==> config.mk <==
export PLATFORM = sky130hd
export DESIGN_NAME = text_buf_ctrl
export DESIGN_NICKNAME = d
export VERILOG_FILES = /design/src/rtl/text_buf_ctrl.sv
export SDC_FILE = /design/constraint.sdc
export NUM_CORES = 1
export LEC_CHECK = 0
export BUFFER_PORTS_ARGS = -buffer_cell sky130_fd_sc_hd__buf_2
export CAP_MARGIN = 25
export CELL_PAD_IN_SITES_DETAIL_PLACEMENT = 0
export CELL_PAD_IN_SITES_GLOBAL_PLACEMENT = 1
export CORE_MARGIN = 3
export CORE_UTILIZATION = 30
export CTS_BUF_LIST = sky130_fd_sc_hd__clkbuf_2 sky130_fd_sc_hd__clkbuf_4 sky130_fd_sc_hd__clkbuf_8
export DETAILED_ROUTE_END_ITERATION = 10
export GPL_TIMING_DRIVEN = 1
export HOLD_SLACK_MARGIN = 0.12
export PLACE_DENSITY_LB_ADDON = 0.2
export SYNTH_ARGS = -nofsm -noshare
export SYNTH_HDL_FRONTEND = slang
export SYNTH_SLANG_ARGS = --single-unit
==> constraint.sdc <==
create_clock -name clk -period 18.57 [get_ports clk]
set_clock_uncertainty 0.1 [all_clocks]
set_input_delay 3.714 -clock clk [delete_from_list [all_inputs] [get_ports clk]]
set_output_delay 3.714 -clock clk [all_outputs]
set_load 0.02 [all_outputs]
==> src/rtl/text_buf_ctrl.sv <==
// rtl/text_buf_ctrl.sv - keyboard-to-character-RAM text buffer controller with hardware scroll
`timescale 1ns/1ps

module text_buf_ctrl #(
  parameter int COLS = 70,
  parameter int ROWS = 30
) (
  input  logic        clk,
  input  logic        rst,
  input  logic        key_valid,
  input  logic [7:0]  key_ascii,
  output logic        key_ready,
  output logic        mem_we,
  output logic [11:0] mem_waddr,
  output logic [7:0]  mem_wdata,
  input  logic [4:0]  rd_row,
  input  logic [6:0]  rd_col,
  output logic [11:0] mem_raddr,
  output logic [4:0]  cur_row,
  output logic [6:0]  cur_col
);

  localparam int TOTAL = ROWS * COLS;

  typedef enum logic [1:0] {
    S_INIT,
    S_IDLE,
    S_WRITE,
    S_CLEAR
  } state_t;

  state_t      state_q, state_d;
  logic [4:0]  cur_row_q, cur_row_d;
  logic [6:0]  cur_col_q, cur_col_d;
  logic [4:0]  top_row_q, top_row_d;
  logic [12:0] init_cnt_q, init_cnt_d;
  logic [6:0]  clr_col_q, clr_col_d;
  logic        scroll_q, scroll_d;
  logic        mem_we_q, mem_we_d;
  logic [11:0] mem_waddr_q, mem_waddr_d;
  logic [7:0]  mem_wdata_q, mem_wdata_d;
  logic        key_ready_q, key_ready_d;
  logic        clear_go;
  logic        accept;

  // Logical row to physical row; the sum is kept one bit wider so it never wraps.
  function automatic logic [4:0] phys_row(input logic [4:0] lrow, input logic [4:0] top);
    logic [5:0] s;
    s = {1'b0, lrow} + {1'b0, top};
    if (s >= 6'(ROWS)) s = s - 6'(ROWS);
    return s[4:0];
  endfunction

  function automatic logic [11:0] lin_addr(input logic [4:0] prow, input logic [6:0] col);
    return 12'(prow) * 12'(COLS) + 12'(col);
  endfunction

  assign accept    = key_valid && key_ready_q;
  assign key_ready = key_ready_q;
  assign mem_we    = mem_we_q;
  assign mem_waddr = mem_waddr_q;
  assign mem_wdata = mem_wdata_q;
  assign cur_row   = cur_row_q;
  assign cur_col   = cur_col_q;

  // Display-side read address translation, out-of-range requests map to 0.
  always_comb begin
    mem_raddr = '0;
    if ((32'(rd_row) < ROWS) && (32'(rd_col) < COLS))
      mem_raddr = lin_addr(phys_row(rd_row, top_row_q), rd_col);
  end

  // Next-state and registered-output computation.
  always_comb begin
    state_d     = state_q;
    cur_row_d   = cur_row_q;
    cur_col_d   = cur_col_q;
    top_row_d   = top_row_q;
    init_cnt_d  = init_cnt_q;
    clr_col_d   = clr_col_q;
    scroll_d    = scroll_q;
    mem_we_d    = 1'b0;
    mem_waddr_d = mem_waddr_q;
    mem_wdata_d = mem_wdata_q;
    key_ready_d = 1'b0;
    clear_go    = 1'b0;

    case (state_q)
      S_INIT: begin
        if (init_cnt_q < 13'(TOTAL)) begin
          mem_we_d    = 1'b1;
          mem_waddr_d = init_cnt_q[11:0];
          mem_wdata_d = 8'h20;
          init_cnt_d  = init_cnt_q + 13'd1;
        end else begin
          state_d     = S_IDLE;
          key_ready_d = 1'b1;
        end
      end

      S_IDLE: begin
        key_ready_d = 1'b1;
        if (accept) begin
          if ((key_ascii >= 8'h20) && (key_ascii <= 8'h7E)) begin
            // Printable: write at cursor, advance cursor on this same edge.
            mem_we_d    = 1'b1;
            mem_waddr_d = lin_addr(phys_row(cur_row_q, top_row_q), cur_col_q);
            mem_wdata_d = key_ascii;
            key_ready_d = 1'b0;
            state_d     = S_WRITE;
            if (cur_col_q == 7'(COLS - 1)) begin
              cur_col_d = '0;
              if (cur_row_q == 5'(ROWS - 1)) scroll_d = 1'b1;
              else cur_row_d = cur_row_q + 5'd1;
            end else begin
              cur_col_d = cur_col_q + 7'd1;
            end
          end else if (key_ascii == 8'h0D) begin
            cur_col_d = '0;
            if (cur_row_q == 5'(ROWS - 1)) begin
              key_ready_d = 1'b0;
              clear_go    = 1'b1;
            end else begin
              cur_row_d = cur_row_q + 5'd1;
            end
          end else if (key_ascii == 8'h08) begin
            if (cur_col_q != '0) begin
              cur_col_d   = cur_col_q - 7'd1;
              mem_we_d    = 1'b1;
              mem_waddr_d = lin_addr(phys_row(cur_row_q, top_row_q), cur_col_q - 7'd1);
              mem_wdata_d = 8'h20;
              key_ready_d = 1'b0;
              state_d     = S_WRITE;
            end else if (cur_row_q != '0) begin
              cur_row_d   = cur_row_q - 5'd1;
              cur_col_d   = 7'(COLS - 1);
              mem_we_d    = 1'b1;
              mem_waddr_d = lin_addr(phys_row(cur_row_q - 5'd1, top_row_q), 7'(COLS - 1));
              mem_wdata_d = 8'h20;
              key_ready_d = 1'b0;
              state_d     = S_WRITE;
            end
          end
        end
      end

      S_WRITE: begin
        if (scroll_q) begin
          scroll_d = 1'b0;
          clear_go = 1'b1;
        end else begin
          state_d     = S_IDLE;
          key_ready_d = 1'b1;
        end
      end

      S_CLEAR: begin
        if (clr_col_q == 7'(COLS - 1)) begin
          // Last blanking write is on the bus now; the cleared row becomes the bottom row.
          state_d     = S_IDLE;
          key_ready_d = 1'b1;
          top_row_d   = (top_row_q == 5'(ROWS - 1)) ? '0 : top_row_q + 5'd1;
          cur_row_d   = 5'(ROWS - 1);
          cur_col_d   = '0;
        end else begin
          clr_col_d   = clr_col_q + 7'd1;
          mem_we_d    = 1'b1;
          mem_waddr_d = lin_addr(top_row_q, clr_col_q + 7'd1);
          mem_wdata_d = 8'h20;
        end
      end

      default: begin
        state_d = S_INIT;
      end
    endcase

    if (clear_go) begin
      state_d     = S_CLEAR;
      clr_col_d   = '0;
      mem_we_d    = 1'b1;
      mem_waddr_d = lin_addr(top_row_q, 7'd0);
      mem_wdata_d = 8'h20;
    end
  end

  // State register with synchronous reset; reset drops any in-flight work.
  always_ff @(posedge clk) begin
    if (rst) begin
      state_q     <= S_INIT;
      cur_row_q   <= '0;
      cur_col_q   <= '0;
      top_row_q   <= '0;
      init_cnt_q  <= '0;
      clr_col_q   <= '0;
      scroll_q    <= 1'b0;
      mem_we_q    <= 1'b0;
      mem_waddr_q <= '0;
      mem_wdata_q <= '0;
      key_ready_q <= 1'b0;
    end else begin
      state_q     <= state_d;
      cur_row_q   <= cur_row_d;
      cur_col_q   <= cur_col_d;
      top_row_q   <= top_row_d;
      init_cnt_q  <= init_cnt_d;
      clr_col_q   <= clr_col_d;
      scroll_q    <= scroll_d;
      mem_we_q    <= mem_we_d;
      mem_waddr_q <= mem_waddr_d;
      mem_wdata_q <= mem_wdata_d;
      key_ready_q <= key_ready_d;
    end
  end

endmodule

======== Word-level counts from Yosys, hierarchy flattened ========
Cells that the tools add are included.
cells by class
  $mul .................................... 5
  bitwise logic cells ..................... 1
  muxes and demuxes ....................... 104
  reductions and logical operators ........ 20
  order comparisons ....................... 8
  equal/unequal tests ..................... 33
  add/subtract/negate cells ............... 18
operators with widths
  kind                     number
  $mux W5                  30
  $mux W12                 10
  $mux W8                  8
  $mux W7                  8
  $mul A5 B6 Y11 const B   5
  $add A12 B7 Y12          4
  $pmux W12 S3             1
  $mux W1                  28
  $reduce_and A7 Y1        4
  $ne A3 B3 Y1 const B     9
  $ne A4 B4 Y1 const B     6
  $pmux W8 S3              1
  $mux W2                  10
  $add A5 B5 Y6            3
  $ge A6 B5 Y1 const B     3
  $eq A8 B4 Y1 const B     2
  $sub A5 B5 Y5 const B    3
  $add A7 B1 Y7 const B    2
  $eq A7 B7 Y1 const B     2
  $ne A2 B2 Y1 const B     7
  $pmux W7 S2              1
  $add A13 B1 Y13 const B  1
  $lt A13 B12 Y1 const B   1
  $add A12 B7 Y12 const B  1
  other kinds (28)         39
storage, ports and cells
  flip-flop bits (word level) ............. 62
  input bits .............................. 23
  output and inout port bits .............. 46

======== Logic depth before layout (Yosys ltp) ========
Gate-level depths: netlist of the first run.
  word-level depth ........................ 21
  gate-level depth with buffers ........... 27
  gate-level depth less buffers ........... 27

======== Worst setup path before layout of the first run ========
Ideal clock, no wire load.
  path type ............................... in2out
  from .................................... input rd_row[0]
  to ...................................... output mem_raddr[11]
  path slack .............................. 6655 ps
  cell stages on the path ................. 21
  path buffers ............................ 0
  arrival time ............................ 8101 ps
  cells stage by stage .................... ha_1 -> fa_1 -> a21o_1 -> a21oi_1 -> xnor2_1 -> and4b_1 -> o21ai_0 -> xnor2_1 -> inv_1 -> ha_1 -> ha_1 -> ha_1 -> xor2_1 -> ha_1 -> a21boi_0 -> o21ai_0 -> nand2b_1 -> and3_1 -> nand3_1 -> mux2i_1 -> a21oi_1
between the ends
  cells in the longest elaborated chain, start to end .. 7
  elaborated cells on any way between the ends .. 10
  those cells by class .................... add/sub: 3; mul: 1; order compare: 2; mux: 3; reduce/logical: 1
RTL lines
  item                                           line  text
  from (decl)                                    16    input logic [4:0] rd_row,
  $add A5 B5 Y6                                  49    s = {1'b0, lrow} + {1'b0, top};
  $sub A5 B5 Y5 or $ge A6 B5 Y1 (tied branches)  50    if (s >= 6'(ROWS)) s = s - 6'(ROWS);
  $mux W5                                        50
  $mux W5                                        69    if ((32'(rd_row) < ROWS) && (32'(rd_col) < COLS))
  $mul A5 B6 Y11                                 55    return 12'(prow) * 12'(COLS) + 12'(col);
  $add A12 B7 Y12                                55
  $mux W12 *                                     69
  to (decl)                                      18    output logic [11:0] mem_raddr,
Every way passes the cells marked *; elsewhere a longest branch is shown, timed or not. The select of a mux whose other input is x is not followed.

======== Worst setup path after layout of the first run ========
  from .................................... input rd_row[0]
  to ...................................... output mem_raddr[10]
Same word-level chain as after synthesis.

==> metrics.md, run 1 <==
| Metric | Value |
|---|---|
| Run status | `finished clean` |
| CTS tree | `done` |
| Hold depth | `2` |
| Clock Tree Root | `clkbuf_8` |
| Post-Synthesis Cells | `961` |
| WL per Instance | `16.40 µm` |
| Max FO, Critical Path | `5` |
| Most common cell after layout, fill and taps aside | `nor2_1` |
| TritonCTS Sinks | `62` |
| Most frequent cells in the layout | `nor2_1, ha_1, a21oi_1` |
| Syn Area/Cell | `7.666 µm²` |
| Complex-gate fraction of the synthesized area | `0.2306` |
| Fraction of layout cells with a size suffix above 1 | `0.1044` |
| Hold Vio Cnt, Final | `0` |
| Post-synth top area share | `0.1817` |
| CP Class | `in -> out` |
| XOR/XNOR Fraction of Synth Area | `0.1089` |
| Seq cells post-synth | `62` |
| Syn_nets | `1102` |
| Dominant synthesized flop cell | `dfxtp_1` |
| Crit. End Element | `output port` |
| Die ar. | `26470 µm²` |
| Final setup viols | `0` |
| Slew Viols, Final | `0` |
| Post-CTS Resized | `0` |
| Setup TNS | `0 ns` |
| Seq/Total Area, Yosys | `0.1685` |
| Final GP Congestion | `0.8177` |
| Setup WS pre-CTS | `5.967 ns` |
| First-pass GRT wire length | `35420 µm` |
| Final antenna-violating net count | `0` |
| Static leakage | `3.736 nW` |
| Worst r2r path cells | `23` |
| VDD IR max | `0.05702 mV` |
| Cell taking the most area after synthesis | `ha_1` |
| WP data required | `14.76 ns` |
| YS warnings | `0` |
| DP HPWL | `17070 µm` |
| Initial antenna violation count | `0` |
| Area after DPL | `8016 µm²` |
| Die Wd | `162.7 µm` |
| Post-synthesis mux area share | `0.01512` |
| Share of flip-flops with an asynchronous set or reset | `0` |
| PortBufs | `68` |
| Vias per cell | `5.238` |
| Design area | `8197 µm²` |
| Worst-path clk slew | `0.08 ns` |
| Largest family of logic cells by synthesized area | `compound AO/OA/AOI/OAI gates` |
| DRC | `0` |
| RSZ-0062 raised after global routing | `no` |
| Aggregate routed wire length | `21880 µm` |
| IO Pins | `69` |
| Vias in the first global route | `6776` |
| Setup Fix Bufs, Post-CTS | `0` |
| Largest net degree at the start of global routing | `50` |
| DR iter-0 viols | `363` |
| Synth-to-layout area growth | `11.26%` |
| GRT overflow | `0` |
| Peak Freq | `79.82 MHz` |
| Hold Crit Class | `reg -> reg` |
| Clk_lat worst skew | `0.38 ns` |
| Via count | `6988` |
| Power density over the cells | `89.51 nW/µm²` |
| Core area | `23820 µm²` |
| Final worst slack | `6.042 ns` |
| Top post-synthesis cells by area | `ha_1, dfxtp_1, nor2_1, xor2_1, xnor2_1` |
| Ant diodes | `0` |
| Nets | `1151` |
| Max-Cap Viols | `0` |
| Adder-cell area share of the yosys netlist | `0.2116` |
| Initial Util | `0.3092` |
| Deepest level of the CTS H-tree | `3` |
| Fraction of the mapped netlist area in simple logic gates | `0.2198` |
| Netlist cell types | `68` |
| CTS max path bufs | `2` |
| Fin crit period | `12.53 ns` |
| Critical path data arrival time | `8.71 ns` |
| Worst slew margin | `0.3128` |
| GRT Total Usage | `0.1667` |
| Die H | `162.7 µm` |
| Pre-antenna DRT Iters | `5` |
| Post-synth EDFFs | `0` |
| Synthesized area | `7367 µm²` |
| Post-route clock period utilization | `0.6746` |
| Critical path launch point type | `primary input` |
| Slew @ Worst Pin | `1.031 ns` |
| Row count | `56` |
| Num CTS Buffers | `9` |
| Hold_buf cts | `0` |
layout make-up:
| cell class | instances | area, µm² |
|---|---|---|
| Fill cell | 2605 | 15630 |
| Clock buffer | 9 | 123.9 |
| Timing Repair Buffer | 75 | 392.9 |
| Sequential cell | 62 | 1241 |
| Inverter | 50 | 187.7 |
| Tap cell | 319 | 399.1 |
| Multi-Input combinational cell | 812 | 5796 |
| Clock inverter | 7 | 56.30 |
state kept, by name (all words and copies together), names as in the netlist:
register	flops
clr_col_q	7
cur_col	7
cur_row	5
init_cnt_q	13
key_ready	1
mem_waddr	12
mem_wdata	8
mem_we	1
scroll_q	1
state_q	2
top_row_q	5
cells in the mapped netlist, types with 30 or more instances:
| cell type | number |
|---|---|
| xnor2_1 | 42 |
| xor2_1 | 47 |
| a21oi_1 | 71 |
| dfxtp_1 | 62 |
| o21ai_0 | 52 |
| inv_1 | 50 |
| nand2_1 | 66 |
| nand3_1 | 30 |
| nor2_1 | 110 |
| clkbuf_1 | 33 |
| nor3_1 | 35 |
| ha_1 | 107 |
routing by layer:
metal  global-route usage  vias to the layer above  part of all wire
met3              0.02798                       17             0.041
li1                     -                     3581                 -
met1               0.2319                     3268              0.49
met5                    0                        -                 0
met4              0.03768                        0             0.014
met2               0.2706                      122              0.45
per-stage QoR:
step / utilization / hold slack [ns] / total power (W) / instances
finish: 0.3441 / 0.3542 / 0.0007337 / 1334
floorplan: - / 0.3400 / 0.0005046 / 961
detailed placement: 0.3365 / 0.3438 / 0.0006185 / 1318
global placement: 0.3365 / 0.3395 / 0.0006215 / 1318
CTS: 0.3441 / 0.3594 / 0.0007417 / 1334
global route: 0.3441 / 0.3749 / 0.0008023 / 1334
critical path: stages:
cell	delay [ns]
buf_2	0.11
ha_1	0.22
fa_1	0.40
a21o_1	0.17
a21oi_1	0.17
xnor2_1	0.17
and4b_1	0.24
o21ai_0	0.10
xnor2_1	0.41
inv_1	0.20
ha_1	0.32
ha_1	0.30
ha_1	0.34
a31oi_1	0.26
xor2_1	0.11
ha_1	0.31
nor2b_1	0.16
o21ai_0	0.16
o32ai_1	0.34
mux2_2	0.36
buf_2	0.15
kinds of logic after synthesis:
group / after synthesis
mux: 11
fa+ha+maj: 118
simple gates: 335
compound gates: 258
xor+xnor: 90
buf+inv: 87
flops: 62
report_power, final:
part,internal (W),switching [W],leakage (nW)
Combinational,0.000176,0.000279,3.14
Clock,0.0000497,0.0000670,0.0902
Sequential,0.000147,0.0000151,0.501
Total,0.000373,0.000361,3.74
worst paths after layout:
| path | from | endpoint | slack [ns] |
|---|---|---|---|
| setup / recovery | rd_row[0] | mem_raddr[10] | 6.04 |
| setup reg to reg | cur_row[0] | mem_waddr[11] | 12.09 |
| hold / removal | mem_wdata[1] | mem_wdata[1] | 0.35 |
| hold reg to reg | mem_wdata[1] | mem_wdata[1] | 0.35 |
Power figures use the tool's default switching activity.
==> run 2: changes to the inputs <==
==> constraint.sdc (replaced) <==
create_clock -name clk -period 10 [get_ports clk]
set_clock_uncertainty 0.1 [all_clocks]
set_input_delay 2 -clock clk [delete_from_list [all_inputs] [get_ports clk]]
set_output_delay 2 -clock clk [all_outputs]
set_load 0.02 [all_outputs]
==> run 2 against run 1 <==
Against the previous run: first-iteration DRC count grew 5.0%; global-route usage shrank 0.082 points; register-to-register slack lost 8.6 ns; hold slack is essentially flat; die area is the same; clock-buffer cell count grew 1; power grew 93%; via count grew 0.37%; final cell count is the same; sequential share of layout area shrank 0.083 points; largest cell class unchanged.
==> metrics.md, run 2 (synthesis gave the netlist of run 1 again) <==
| Metric | Value |
|---|---|
| Largest net degree at the start of global routing | `50` |
| Power density over the cells | `172.0 nW/µm²` |
| Area occupied by registers | `1241 µm²` |
| Largest register FFs | `13` |
| Most common cell after layout, fill and taps aside | `nor2_1` |
| Design area | `8242 µm²` |
| Peak Freq | `109.8 MHz` |
| DP HPWL | `17090 µm` |
| VDD IR max | `0.08733 mV` |
| Ant diodes | `0` |
| Synth-to-layout area growth | `11.87%` |
| Row count | `56` |
| Max FO, Critical Path | `5` |
| Via count | `7014` |
| Die H | `162.7 µm` |
| Num CTS Buffers | `9` |
| First-pass GRT wire length | `35150 µm` |
| Crit. End Element | `output port` |
| Final antenna-violating net count | `0` |
| DP Cell Count | `1318` |
| Final setup viols | `0` |
| Worst slew margin | `0.3050` |
| Clk_lat worst skew | `0.38 ns` |
| Slew Viols, Final | `0` |
| # fillers | `2598` |
| Vias per cell | `5.258` |
| Hold depth | `2` |
| Critical path data arrival time | `7.01 ns` |
| Minimum hold slack | `0.3545 ns` |
| Die Wd | `162.7 µm` |
| Setup Fix Bufs, Post-CTS | `0` |
| Final non-filler cell total | `1334` |
| Multi-input logic area | `5796 µm²` |
| Post-CTS Resized | `0` |
| Worst r2r path cells | `23` |
| Fin crit period | `9.106 ns` |
| Initial antenna violation count | `0` |
| WP data required | `7.90 ns` |
| Post-route clock period utilization | `0.9106` |
| CTS tree | `done` |
| Hold Crit Class | `reg -> reg` |
| Final worst slack | `0.8938 ns` |
| Deepest level of the CTS H-tree | `3` |
| Most frequent cells in the layout | `nor2_1, ha_1, a21oi_1` |
| WL per Instance | `16.50 µm` |
| Area after DPL | `8016 µm²` |
| Run status | `finished clean` |
| Setup WS pre-CTS | `0.8040 ns` |
| Die ar. | `26470 µm²` |
| Vias in the first global route | `6732` |
| Max-Cap Viols | `0` |
| TritonCTS Sinks | `62` |
| DRC | `0` |
| Nets | `1151` |
| Pre-antenna DRT Iters | `4` |
| Worst-path clk slew | `0.08 ns` |
| Clock Tree Root | `clkbuf_8` |
| Initial Util | `0.3092` |
| Hold_buf cts | `0` |
| Core area | `23820 µm²` |
| GRT Total Usage | `0.1659` |
| Critical path launch point type | `primary input` |
| Final GP Congestion | `0.8168` |
| Aggregate routed wire length | `22010 µm` |
| Static leakage | `3.757 nW` |
| Slew @ Worst Pin | `1.042 ns` |
| RSZ-0062 raised after global routing | `no` |
| PortBufs | `68` |
| CP Class | `in -> out` |
| CTS max path bufs | `2` |
| Setup TNS | `0 ns` |
| GRT overflow | `0` |
| Fraction of layout cells with a size suffix above 1 | `0.1044` |
| Register with the most flip-flops | `init_cnt_q` |
| Hold Vio Cnt, Final | `0` |
| IO Pins | `69` |
| DR iter-0 viols | `381` |
## run 2: cell type report
class / count / area share
Multi-Input combinational cell: 812 / 0.7032
Timing Repair Buffer: 75 / 0.04767
Clock inverter: 6 / 0.01139
Inverter: 50 / 0.02277
Sequential cell: 62 / 0.1506
Clock buffer: 10 / 0.01594
Tap cell: 319 / 0.04843
## run 2: where the power goes
group / switching (W) / total, W / internal [W]
Sequential: 0.0000282 / 0.000301 / 0.000273
Combinational: 0.000522 / 0.000850 / 0.000328
Clock: 0.000121 / 0.000267 / 0.000145
Total: 0.000671 / 0.00142 / 0.000746
## run 2: critical path, cell delays in order
cell	delay [ns]
buf_2	0.11
ha_1	0.22
fa_1	0.41
a21o_1	0.17
a21oi_1	0.17
xnor2_1	0.18
and4b_1	0.24
o21ai_0	0.10
xnor2_1	0.41
inv_1	0.19
ha_1	0.31
ha_1	0.30
ha_1	0.34
a31oi_1	0.26
xor2_1	0.11
ha_1	0.31
nor2b_1	0.16
o21ai_0	0.16
o32ai_1	0.34
mux2_2	0.36
buf_2	0.15
## run 2: metrics by stage
stage | util | total power (W)
global route | 0.3460 | 0.001533
floorplan | - | 0.0009370
finish | 0.3460 | 0.001417
detailed placement | 0.3365 | 0.001153
global placement | 0.3365 | 0.001154
CTS | 0.3460 | 0.001430
## run 2: path summary, 6_finish.rpt
path / startpoint / endpoint / slack [ns]
setup / recovery: rd_row[0] / mem_raddr[10] / 0.89
hold / removal: mem_wdata[0] / mem_wdata[0] / 0.35
setup reg to reg: cur_row[0] / mem_waddr[11] / 3.49
hold reg to reg: mem_wdata[0] / mem_wdata[0] / 0.35
## run 2: metal layers
metal	track usage	share of wire	vias up
li1	-	-	3577
met1	0.2303	0.49	3297
met2	0.2702	0.45	122
met3	0.02289	0.040	18
met4	0.04421	0.017	0
met5	0	0	-
==> run 3: changes to the inputs <==
--- a/config.mk
+++ b/config.mk
@@ -5,7 +5,7 @@
 export SDC_FILE = /design/constraint.sdc
 export NUM_CORES = 1
 export LEC_CHECK = 0
-export BUFFER_PORTS_ARGS = -buffer_cell sky130_fd_sc_hd__buf_2
+export BUFFER_PORTS_ARGS = -buffer_cell sky130_fd_sc_hd__buf_4
 export CAP_MARGIN = 25
 export CELL_PAD_IN_SITES_DETAIL_PLACEMENT = 0
 export CELL_PAD_IN_SITES_GLOBAL_PLACEMENT = 1
==> run 3 against run 2 <==
Against the previous run: combinational power is 2% higher; wire length is 0.40% higher; sequential power hardly changed; final area is 1.8% higher; clock power is 9.7% lower; power is 0.49% lower; critical path type unchanged; critical endpoint unchanged.
==> metrics.md, run 3 (synthesis gave the netlist of run 1 again) <==
| Metric | Value |
|---|---|
| Slew @ Worst Pin | `0.9879 ns` |
| Clock Tree Root | `clkbuf_8` |
| IO Pins | `69` |
| Largest register FFs | `13` |
| Pre-antenna DRT Iters | `4` |
| Worst-path clk slew | `0.08 ns` |
| Row count | `56` |
| Register with the most flip-flops | `init_cnt_q` |
| Aggregate routed wire length | `22100 µm` |
| Peak Freq | `109.6 MHz` |
| Run status | `finished clean` |
| CP Cell Sequence | `buf_4, ha_1, fa_1, a21o_1, a21oi_1, xnor2_1, and4b_1, o21ai_0, xnor2_1, inv_1, ha_1, ha_1, ha_1, a31oi_1, xor2_1, ha_1, nor2b_1, o21ai_0, o32ai_1, mux2_2, buf_4` |
| Area occupied by registers | `1241 µm²` |
| CTS tree | `done` |
| Clk_lat worst skew | `0.37 ns` |
| DP HPWL | `17070 µm` |
| Critical path launch point type | `primary input` |
| Final non-filler cell total | `1334` |
| First-pass GRT wire length | `35990 µm` |
| # fillers | `2615` |
| Die ar. | `26470 µm²` |
| Most frequent cells in the layout | `nor2_1, ha_1, buf_4` |
| Final worst slack | `0.8751 ns` |
| CP max stage cell | `fa_1` |
| Ant diodes | `0` |
| Clock power share | `0.171` |
| Core area | `23820 µm²` |
| Vias per cell | `5.231` |
| RSZ-0062 raised after global routing | `no` |
| WP depth | `21` |
| Fin crit period | `9.125 ns` |
| Slew Viols, Final | `0` |
| PortBufs | `68` |
| Most common cell after layout, fill and taps aside | `nor2_1` |
| CTS max path bufs | `2` |
| Hold_buf cts | `0` |
| Final GP Congestion | `0.8174` |
| Synth-to-layout area growth | `13.86%` |
| Setup WS pre-CTS | `0.8459 ns` |
| Hold Vio Cnt, Final | `0` |
| Worst slew margin | `0.3414` |
| Crit-path max cell delay | `0.40 ns` |
| Setup crit start | `rd_row[0]` |
| Int Pwr | `0.0007399 W` |
| Bufs and invs on worst path | `3` |
| Critical path data arrival time | `7.02 ns` |
| Initial Util | `0.3092` |
| Die Wd | `162.7 µm` |
| GRT Total Usage | `0.1676` |
| Post-route clock period utilization | `0.9125` |
| VDD IR max | `0.08624 mV` |
| Worst Setup EP | `mem_raddr[10]` |
| Crit. End Element | `output port` |
| DP Cell Count | `1317` |
| Tot Pwr | `0.001410 W` |
| DR iter-0 viols | `336` |
| Final antenna-violating net count | `0` |
| Reg-to-Reg End | `mem_waddr[11]` |
| WL per Instance | `16.57 µm` |
| Die H | `162.7 µm` |
| R2r startpoint | `cur_row[0]` |
| Switching Share | `0.4754` |
| Multi-input logic area | `5796 µm²` |
| Sequential power share | `0.214` |
| Vias in the first global route | `6825` |
| Setup TNS | `0 ns` |
| Post-CTS Resized | `0` |
| Initial antenna violation count | `0` |
| Via count | `6978` |
| Worst r2r path cells | `23` |
| Most common cell on crit path | `ha_1` |
| Critical path's top delay family | `adder cells` |
| Static leakage | `3.760 nW` |
| TritonCTS Sinks | `62` |
| GRT overflow | `0` |
| Nets | `1151` |
| Num CTS Buffers | `9` |
| Max-Cap Viols | `0` |
| P_sw | `0.0006706 W` |
| Combinational share of power | `0.615` |
| Hold Crit Class | `reg -> reg` |
| Power density over the cells | `168.2 nW/µm²` |
| Reg2reg setup slack | `3.50 ns` |
| Hold Crit Start | `mem_wdata[2]` |
| Deepest level of the CTS H-tree | `3` |
| DRC | `0` |
| Fraction of layout cells with a size suffix above 1 | `0.1044` |
| Final setup viols | `0` |
| Largest net degree at the start of global routing | `50` |
| Minimum hold slack | `0.3589 ns` |
| Max FO, Critical Path | `5` |
| CP Class | `in -> out` |
| Setup Fix Bufs, Post-CTS | `0` |
| WP data required | `7.90 ns` |
run 3: worst min path at each step:
stage,endpoint,slack [ns],cells after the start
6_report,mem_wdata[2],0.36,2
5_1_grt,init_cnt_q[12],0.38,1
4_1_cts,mem_wdata[3],0.36,2
3_5_place_dp,mem_wdata[3],0.35,2
3_3_place_gp,mem_wdata[6],0.35,2
2_1_floorplan,init_cnt_q[12],0.34,1
run 3: routing by layer:
metal	vias up	global-route usage	wire length, µm
met5	-	0	0
met4	0	0.04152	333
met3	17	0.02391	716
met2	109	0.2723	9905
met1	3272	0.2343	11140
li1	3580	-	-
run 3: power groups by stage:
stage          logic [W]  clock network, W  registers, W
6_report        0.000867          0.000241      0.000302
5_1_grt         0.000974          0.000259      0.000307
4_1_cts         0.000871          0.000251      0.000303
3_5_place_dp    0.000865                 0      0.000308
3_3_place_gp    0.000868                 0      0.000308
2_1_floorplan   0.000616                 0      0.000321
run 3: worst register-to-register path, stage by stage (launching register included):
cell and delay [ns]:
dfxtp_1 0.43, inv_1 0.22, ha_1 0.26, or4b_2 0.72
nand2_1 0.18, ha_1 0.29, and2_1 0.18, a22o_1 0.20
nor4_1 0.27, o21ai_0 0.15, xor2_1 0.58, inv_1 0.11
ha_1 0.23, ha_1 0.18, inv_1 0.06, fa_1 0.46
nand2b_1 0.18, o21bai_1 0.21, xor2_1 0.40, a41oi_1 0.16
o21ai_0 0.22, a21oi_1 0.11, o32a_1 0.32, o32ai_1 0.21
run 3: stage by stage:
step	util	area, µm²
after floorplan	-	7367
after CTS	0.3518	8381
final	0.3521	8388
after detailed placement	0.3433	8179
after global placement	0.3433	8179
after global routing	0.3521	8388
run 3: final cells by class:
| cell class | instances | area share |
|---|---|---|
| clock buffer | 10 | 0.01566 |
| timing repair buffer | 75 | 0.06712 |
| tap | 319 | 0.04758 |
| multi-input combinational | 812 | 0.6909 |
| sequential | 62 | 0.1480 |
| clock inverter | 6 | 0.008353 |
| inverter | 50 | 0.02237 |
